[src/rtl/riscv_defines.sv]
// riscv_defines: shared widths, arbiter state encoding and timeout default.
package riscv_defines;
   localparam int WORD_WIDTH = 32;
   localparam int ARB_TIMEOUT_DEFAULT = 8;
   typedef enum logic {IDLE, WAIT} arb_state_t;
endpackage

[src/rtl/rr_pick2.sv]
// rr_pick2: two-way round-robin selector; on a tie the master not picked last wins.
module rr_pick2 (
   input  logic [1:0] req,
   input  logic       last,
   output logic       sel
);
   assign sel = &req ? ~last : req[1];
endmodule

[src/rtl/instr_mem_arbiter.sv]
// instr_mem_arbiter: arbitrates core fetch (m0) and debug/loader (m1) reads onto one
// instruction memory port, one outstanding transaction, with a response timeout.
module instr_mem_arbiter
   import riscv_defines::*;
#(
   parameter int TIMEOUT_CYCLES = ARB_TIMEOUT_DEFAULT
) (
   input  logic                  clk,
   input  logic                  rst,
   input  logic                  m0_req_i,
   input  logic [WORD_WIDTH-1:0] m0_addr_i,
   output logic                  m0_gnt_o,
   output logic                  m0_rvalid_o,
   output logic                  m0_err_o,
   output logic [WORD_WIDTH-1:0] m0_rdata_o,
   input  logic                  m1_req_i,
   input  logic [WORD_WIDTH-1:0] m1_addr_i,
   output logic                  m1_gnt_o,
   output logic                  m1_rvalid_o,
   output logic                  m1_err_o,
   output logic [WORD_WIDTH-1:0] m1_rdata_o,
   output logic                  mem_req_o,
   output logic [WORD_WIDTH-1:0] mem_addr_o,
   input  logic                  mem_gnt_i,
   input  logic                  mem_rvalid_i,
   input  logic [WORD_WIDTH-1:0] mem_rdata_i
);
   // Counter starts at 0 on the first WAIT cycle, so the abort lands TIMEOUT_CYCLES-1 cycles after grant.
   localparam logic [7:0] TMO_LAST = 8'(TIMEOUT_CYCLES - 2);
   arb_state_t state_q, state_d;
   logic owner_q, last_q, sel, idle, busy, grant, tmo, done;
   logic [7:0] cnt_q;
   rr_pick2 u_pick (.req({m1_req_i, m0_req_i}), .last(last_q), .sel(sel));
   always_comb begin
      idle = !rst && state_q == IDLE;
      busy = !rst && state_q == WAIT;
      mem_req_o = idle && (m0_req_i || m1_req_i);
      mem_addr_o = !mem_req_o ? '0 : sel ? {m1_addr_i[WORD_WIDTH-1:2], 2'b00} : {m0_addr_i[WORD_WIDTH-1:2], 2'b00};
      grant = mem_req_o && mem_gnt_i;
      m0_gnt_o = grant && !sel;
      m1_gnt_o = grant && sel;
      tmo = busy && cnt_q == TMO_LAST && !mem_rvalid_i;
      done = (busy && mem_rvalid_i) || tmo;
      m0_rvalid_o = done && !owner_q;
      m1_rvalid_o = done && owner_q;
      m0_err_o = tmo && !owner_q;
      m1_err_o = tmo && owner_q;
      m0_rdata_o = (busy && mem_rvalid_i && !owner_q) ? mem_rdata_i : '0;
      m1_rdata_o = (busy && mem_rvalid_i && owner_q) ? mem_rdata_i : '0;
      state_d = grant ? WAIT : done ? IDLE : state_q;
   end
   always_ff @(posedge clk) begin
      if (rst) begin
         state_q <= IDLE;
         owner_q <= 1'b0;
         last_q <= 1'b1;
         cnt_q <= '0;
      end else begin
         state_q <= state_d;
         if (grant) begin
            owner_q <= sel;
            last_q <= sel;
            cnt_q <= '0;
         end else if (busy) cnt_q <= cnt_q + 8'd1;
      end
   end
endmodule

[config.mk]
export PLATFORM = sky130hd
export DESIGN_NAME = instr_mem_arbiter
export DESIGN_NICKNAME = d
export VERILOG_FILES = /design/src/rtl/riscv_defines.sv /design/src/rtl/rr_pick2.sv /design/src/rtl/instr_mem_arbiter.sv
export SDC_FILE = /design/constraint.sdc
export NUM_CORES = 1
export LEC_CHECK = 0
export ABC_AREA = 1
export CORE_MARGIN = 2
export CORE_UTILIZATION = 25
export DETAILED_ROUTE_END_ITERATION = 10
export GPL_TIMING_DRIVEN = 0
export PLACE_DENSITY_LB_ADDON = 0.12
export SLEW_MARGIN = 20
export SYNTH_ARGS = -nofsm -noshare
export SYNTH_HDL_FRONTEND = slang
export SYNTH_SLANG_ARGS = --single-unit
[constraint.sdc]
create_clock -name clk -period 1.52 [get_ports clk]
set_input_delay 0.304 -clock clk [delete_from_list [all_inputs] [get_ports clk]]
set_output_delay 0.304 -clock clk [all_outputs]
set_load 0.02 [all_outputs]
==> run_results.csv, run 1 <==
group,metric,value,unit
outcome,outcome,"complete, but fails checks",
outcome,violations,"setup timing",
floorplan,dieArea,6589,sq um
clocking,clockBufferDepth,2,
timing,setup_viol,100,
setup_path,startpoint_type,"flop",
setup_path,worstSetupPathType,"reg2out",
timing,hold_violations,0,
timing,final.setup.worst_slack,-257.9,ps
clocking,cts-hold-fix-buffers,0,
clocking,clk_pin_slew,50,ps
cells_and_area,final.fill_count,290,
setup_path,reg2reg_from,"state_q$_SDFFE_PP0P_",
synthesis,yosys-top-cells-area,"nor2_1 35%, dfxtp_1 15%, inv_1 11%, o21ai_0 9.4%, nand2_1 5.0%",
drt,wire_per_inst,18.47,microns
setup_path,reg2reg_slack,90,ps
clocking,cts_tree,"yes",
clocking,root_buffer,"clkbuf_8",
place,numPortBuffers,198,
setup_path,end_kind,"primary output",
hold_path,hp-class,"in2reg",
floorplan,die_w,81.18,microns
setup_path,crit_buf_inv,3,
setup_path,critPathMaxStageDelay,330,ps
cells_and_area,fin_cells,615,
grt,grt_pass1_wl,13920,microns
setup_path,required,1220,ps
cells_and_area,final_util,0.8447,
grt,grt_pass1_vias,2680,
grt,grt_max_degree,11,
cells_and_area,drive_gt1_frac,0.5667,
pwr,ir_drop,0.4859,mV
drt,dr.pass1.iters,4,
place,place.gp.congestion,0.8197,
synthesis,syn_inst,300,
drt,drtIter0Drc,95,
drt,drc,0,
timing,hold_ws,295.0,ps
drt,vias_per_cell,4.725,
clocking,htree_levels,1,
setup_path,cp_top_family,"buffers and inverters",
synthesis,yosysMostFrequentCell,"nor2_1",
floorplan,rows,28,
synthesis,synth-seq-cells,11,
floorplan,initial_core_util,0.2545,
synthesis,synth_top_area_cell,"nor2_1",
setup_path,worst_r2r_path_depth,10,
synthesis,synth_area,1489,sq um
hold_path,hold_end,"owner_q$_SDFFE_PP0P_",
synthesis,synth_edf_count,0,
timing,post-route-period-util,1.170,
cells_and_area,antenna_cells,0,
clocking,cts_sinks,11,
setup_path,r2r_end,"cnt_q[4]$_SDFFE_PP0N_",
drt,highest_layer,"met4",
grt,antenna_found_initial,0,
drt,vias,2906,
drt,wl_met1,3840,microns
setup_path,timing.critical_path.slowest_stage_cell,"dfxtp_2",
pwr,p_total,0.001702,W
cells_and_area,area_delta_synth_final,231.9,%
synthesis,synth_cell_types,24,
setup_path,cp.arrival,1470,ps
floorplan,core_area,5851,sq um
grt,grt_usage,0.2720,
timing,drv_slew,0,
synthesis,yosysWarnings,0,
setup_path,crit_chain,"a21oi_4 > buf_12 > clkbuf_16 > o21ai_2 > nor2_1 > buf_4",
clocking,clock_latency,240,ps
clocking,numCtsBuffers,3,
drt,wirelength,11360,microns
drt,ant_nets,0,
floorplan,die_y,81.18,microns
timing,timing.fmax,562.5,MHz
hold_path,hp-start,"rst",
synthesis,syn_avg_cell_area,4.963,sq um
timing,timing.final.crit_period,1778,ps
job,maxCapViolCount,0,
timing,skew,6.367,ps
pwr,total_leakage_power,2.177,nW
timing,grt_setup_unrepaired,"yes",
drt,routed-wl-met3,879,microns
pwr,p_per_area,344.4,nW/um^2
place,dp.cells,574,
synthesis,synthTopCellsByCount,"139 x nor2_1, 45 x inv_1, 28 x o21ai_0",
hold_path,holdPathStages,2,
setup_path,worst-path-stages,6,
drt,met2_length,6089,microns
synthesis,yosysSeqAreaShare,0.1479,
grt,overflow,0,
floorplan,io-pin-count,205,
timing,setup_tns,-16670,ps
synthesis,async_flop_share,0,
synthesis,yosys_most_used_dff,"dfxtp_1",
synthesis,netlist.area_leader.share,0.3504,
cells_and_area,nNetsFinal,645,
setup_path,crit_fanout,10,
place,place_hpwl,6572,microns
[layout make-up]
class,count,area (sq um),share of cell area
Timing Repair Buffer,235,2366,0.4787
Multi-Input combinational cell,224,1747,0.3534
Buffer,17,251.5,0.05089
Sequential cell,11,232.7,0.04709
Inverter,49,206.4,0.04177
Tap cell,75,93.84,0.01899
Clock buffer,4,45.04,0.009114
[cell families after synthesis]
group / after synthesis / share of synthesized area
flip-flops: 11 / 0.1479
buffers and inverters: 66 / 0.2067
XOR/XNOR: 1 / 0.005883
other: 1 / 0.002519
AND/OR/NAND/NOR: 180 / 0.4866
adder cells (fa/ha/maj): 2 / 0.01680
AO/OA/AOI/OAI: 39 / 0.1336
[where the power goes]
part           internal, W  switching (W)
clock network     0.000184       0.000111
registers         0.000295      0.0000104
logic             0.000565       0.000536
[layer usage]
metal / GRT usage / up-vias
li1: - / 1376
met1: 0.2814 / 1353
met2: 0.5033 / 129
met3: 0.08444 / 48
met4: 0.1153 / 0
met5: 0 / -
[per-stage QoR]
| stage | worst slack (ps) | cell area [sq um] |
|---|---|---|
| finish | -257.9 | 4942 |
| global route | -287.2 | 4942 |
| CTS | -190.6 | 4468 |
| detailed placement | -1090 | 3568 |
| global placement | -1072 | 3568 |
| floorplan | 31.37 | 1493 |
[placed cells by master, fill, tap and decap left out, types with 2 or more instances in the layout]
master           instances
inv_8                    2
buf_4                   57
buf_6                   77
o21ai_1                  8
buf_8                    6
clkbuf_16                2
dfxtp_1                  5
clkdlybuf4s50_1         93
nand2_8                  3
clkbuf_8                10
nand3_2                  2
nor2_2                  25
conb_1                   2
inv_1                   41
buf_12                   5
nor2_1                  45
dfxtp_4                  2
nand2_1                 17
a21oi_1                  7
nor2_4                  70
nand3_1                  8
dfxtp_2                  4
nand2_4                  4
inv_2                    4
nand3_4                  2
o21ai_2                 21
dlygate4sd2_1            2
[flip-flops by register name, summed over array words and instances (netlist names)]
name / cells
cnt_q: 8
last_q: 1
owner_q: 1
state_q: 1
[worst register-to-register path, stage by stage (launching register included)]
cell,delay [ps]
dfxtp_4,370
nor2_4,140
buf_4,120
buf_4,100
nand3_4,90
buf_4,150
buf_4,150
nand2_8,80
inv_1,40
nand2_1,50
nor2_1,30
[repair_timing]
action,4_1_cts,5_1_grt
pin swaps,21,36
gates cloned,13,0
setup endpoints to repair,101,101
endpoints found under the hold margin,0,0
gates resized for setup,765,131
setup buffers,14,10
[worst max-delay path by stage]
stage                     end                  start  slack [ps]
2_1_floorplan  mem_addr_o[22]   state_q$_SDFFE_PP0P_          30
3_3_place_gp    mem_addr_o[8]               m1_req_i       -1070
3_5_place_dp    mem_addr_o[8]               m1_req_i       -1090
4_1_cts           m1_rvalid_o  cnt_q[0]$_SDFFE_PP0N_        -190
5_1_grt        m1_rdata_o[15]   state_q$_SDFFE_PP0P_        -290
6_report       mem_addr_o[15]    last_q$_SDFFE_PP1P_        -260
Power figures use the tool's default switching activity.
==> inputs of run 2 (changes only) <==
--- a/config.mk
+++ b/config.mk
@@ -7,11 +7,10 @@
 export LEC_CHECK = 0
 export ABC_AREA = 1
 export CORE_MARGIN = 2
-export CORE_UTILIZATION = 25
+export CORE_UTILIZATION = 22
 export DETAILED_ROUTE_END_ITERATION = 10
 export GPL_TIMING_DRIVEN = 0
 export PLACE_DENSITY_LB_ADDON = 0.12
-export SLEW_MARGIN = 20
 export SYNTH_ARGS = -nofsm -noshare
 export SYNTH_HDL_FRONTEND = slang
 export SYNTH_SLANG_ARGS = --single-unit
==> constraint.sdc (replaced) <==
create_clock -name clk -period 1.6 [get_ports clk]
set_input_delay 0.32 -clock clk [delete_from_list [all_inputs] [get_ports clk]]
set_output_delay 0.32 -clock clk [all_outputs]
set_load 0.02 [all_outputs]
==> run 2 against run 1 <==
Against the previous run:
- the run still ends with setup timing left
- combinational power decreased by 9%
- die area rose by 13%
- clock skew shrank 3.2 ps
- wire length fell by 9.9%
- utilization decreased by 8.9 points
- register-to-register slack gained 210 ps
- worst setup slack improved by 70 ps
- sequential cell count did not move
- non-clock buffer count fell by 6
- count of clock-buffer cells in the layout did not move
- largest cell class unchanged
- largest power group unchanged
==> run_results.csv, run 2 (synthesis gave the netlist of run 1 again) <==
group,metric,value,unit
setup_path,cp_top_family,"buffers and inverters",
cells_and_area,nNetsFinal,639,
setup_path,worst-path-stages,6,
pwr,clkPwrFrac,0.185,
timing,skew,3.151,ps
timing,grt_setup_unrepaired,"yes",
floorplan,initial_core_util,0.2305,
drt,wirelength,10240,microns
timing,timing.final.crit_period,1787,ps
pwr,combinationalPowerShare,0.633,
cells_and_area,layout_commonest_cell,"clkdlybuf4s50_1",
hold_path,holdPathStages,2,
cells_and_area,area_delta_synth_final,227.6,%
pwr,total_leakage_power,2.170,nW
setup_path,timing.critical_path.slowest_stage_cell,"dfxtp_2",
clocking,root_buffer,"clkbuf_8",
hold_path,hp-class,"in2reg",
grt,overflow,0,
pwr,power.share.sequential,0.182,
floorplan,dieArea,7442,sq um
outcome,outcome,"complete, but fails checks",
clocking,clock_latency,250,ps
setup_path,end_kind,"primary output",
cells_and_area,top_register,"cnt_q",
setup_path,reg2reg_slack,300,ps
cells_and_area,drive_gt1_frac,0.5356,
timing,hold_violations,0,
grt,grt_pass1_wl,14350,microns
drt,dr.pass1.iters,6,
setup_path,startpoint_type,"flop",
setup_path,worstSetupPathType,"reg2out",
timing,post-route-period-util,1.117,
drt,drtIter0Drc,93,
place,numPortBuffers,198,
floorplan,die_w,86.27,microns
drt,drc,0,
place,place.gp.congestion,0.8184,
clocking,cts_tree,"yes",
pwr,ir_drop,0.4900,mV
timing,hold_ws,299.4,ps
drt,vias,2845,
clocking,clockBufferDepth,2,
cells_and_area,layout_common_cells,"93 x clkdlybuf4s50_1, 78 x buf_6, 66 x nor2_4",
setup_path,crit_start,"last_q$_SDFFE_PP1P_",
clocking,htree_levels,1,
setup_path,required,1280,ps
setup_path,crit_buf_inv,3,
pwr,p_total,0.001584,W
setup_path,crit_fanout,5,
pwr,p_per_area,324.6,nW/um^2
setup_path,cp.arrival,1470,ps
floorplan,io-pin-count,205,
drt,ant_nets,0,
timing,setup_tns,-11120,ps
floorplan,core_area,6459,sq um
place,place_hpwl,6261,microns
setup_path,critPathMaxStageDelay,330,ps
setup_path,cp-endpoint,"mem_addr_o[8]",
job,maxCapViolCount,0,
floorplan,rows,29,
setup_path,r2r_end,"cnt_q[4]$_SDFFE_PP0N_",
clocking,cts-hold-fix-buffers,0,
cells_and_area,largest_reg_flops,8,
setup_path,crit_chain,"a21oi_4 > buf_6 > buf_8 > o21ai_2 > nor2_1 > buf_4",
grt,grt_max_degree,11,
timing,drv_slew,0,
outcome,violations,"setup timing",
clocking,clk_pin_slew,50,ps
grt,grt_usage,0.2432,
cells_and_area,antenna_cells,0,
clocking,numCtsBuffers,3,
setup_path,reg2reg_from,"cnt_q[0]$_SDFFE_PP0N_",
timing,timing.fmax,559.4,MHz
floorplan,die_y,86.27,microns
pwr,swShare,0.3831,
grt,grt_pass1_vias,2702,
pwr,p_switching,0.0006067,W
clocking,cts_sinks,11,
drt,wire_per_inst,16.75,microns
grt,antenna_found_initial,0,
drt,vias_per_cell,4.656,
timing,final.setup.worst_slack,-187.5,ps
setup_path,worst_r2r_path_depth,7,
timing,setup_viol,99,
pwr,p_int,0.0009770,W
run 2: cell count changes in the layout (fill, tap and decap cells not counted), sizes merged:
cell / delta
clkinv: +1
inv: -1
buf: -1
clkbuf: -5
run 2: how the worst min path moves through the flow:
stage	startpoint	to	slack, ps
3_5_place_dp	cnt_q[7]$_SDFFE_PP0N_	cnt_q[7]$_SDFFE_PP0N_	480
2_1_floorplan	rst	owner_q$_SDFFE_PP0P_	390
6_report	rst	owner_q$_SDFFE_PP0P_	300
4_1_cts	rst	owner_q$_SDFFE_PP0P_	280
3_3_place_gp	cnt_q[7]$_SDFFE_PP0N_	cnt_q[7]$_SDFFE_PP0N_	460
5_1_grt	rst	owner_q$_SDFFE_PP0P_	320
run 2: final cells by class:
cell class | instances | area, sq um
Timing Repair Buffer | 229 | 2366
Fill cell | 448 | 1580
Sequential cell | 11 | 232.7
Inverter | 49 | 201.4
Tap cell | 77 | 96.34
Clock buffer | 4 | 45.04
Buffer | 17 | 260.3
Multi-Input combinational cell | 224 | 1677
run 2: power groups by stage:
stage          combinational [W]  sequential (W)  clock, W
2_1_floorplan           0.000279        0.000291         0
3_3_place_gp            0.000691        0.000292         0
3_5_place_dp            0.000700        0.000292         0
4_1_cts                 0.000888        0.000287  0.000286
5_1_grt                  0.00106        0.000289  0.000308
6_report                 0.00100        0.000288  0.000292
run 2: per-stage QoR:
step | utilization | area [sq um] | setup slack, ps | instances
after global placement | 0.5529 | 3571 | -980.6 | 576
after floorplan | - | 1493 | 95.37 | 301
after CTS | 0.6848 | 4423 | -160.7 | 605
final | 0.7553 | 4878 | -187.5 | 611
after global routing | 0.7553 | 4878 | -242.1 | 611
after detailed placement | 0.5529 | 3571 | -1015 | 576
run 2: worst register-to-register path, delay by kind of cell, from the launching register on:
family	cells	cell delay, ps
adders and majority gates	1	140
buffers and inverters	1	110
DFF	1	330
and+or+nand+nor	5	620
run 2: per-layer routing:
layer  track usage  up-vias  share of wire
li1              -     1373              -
met1        0.2712     1308           0.35
met4       0.08523        0          0.040
met3       0.04571       31          0.067
met2        0.4581      133           0.55
met5             0        -              0
run 2: timing repair:
action	4_1_cts	5_1_grt
pin swaps	34	38
gates cloned	13	1
gates resized for setup	764	119
setup endpoints to repair	101	101
buffers inserted	12	7
==> inputs of run 3 (changes only) <==
--- a/config.mk
+++ b/config.mk
@@ -10,6 +10,7 @@
 export CORE_UTILIZATION = 22
 export DETAILED_ROUTE_END_ITERATION = 10
 export GPL_TIMING_DRIVEN = 0
+export HOLD_SLACK_MARGIN = 0.15
 export PLACE_DENSITY_LB_ADDON = 0.12
 export SYNTH_ARGS = -nofsm -noshare
 export SYNTH_HDL_FRONTEND = slang
==> results of run 3 <==
Same layout as run 2: the final DEF is identical, and so are final timing and power.
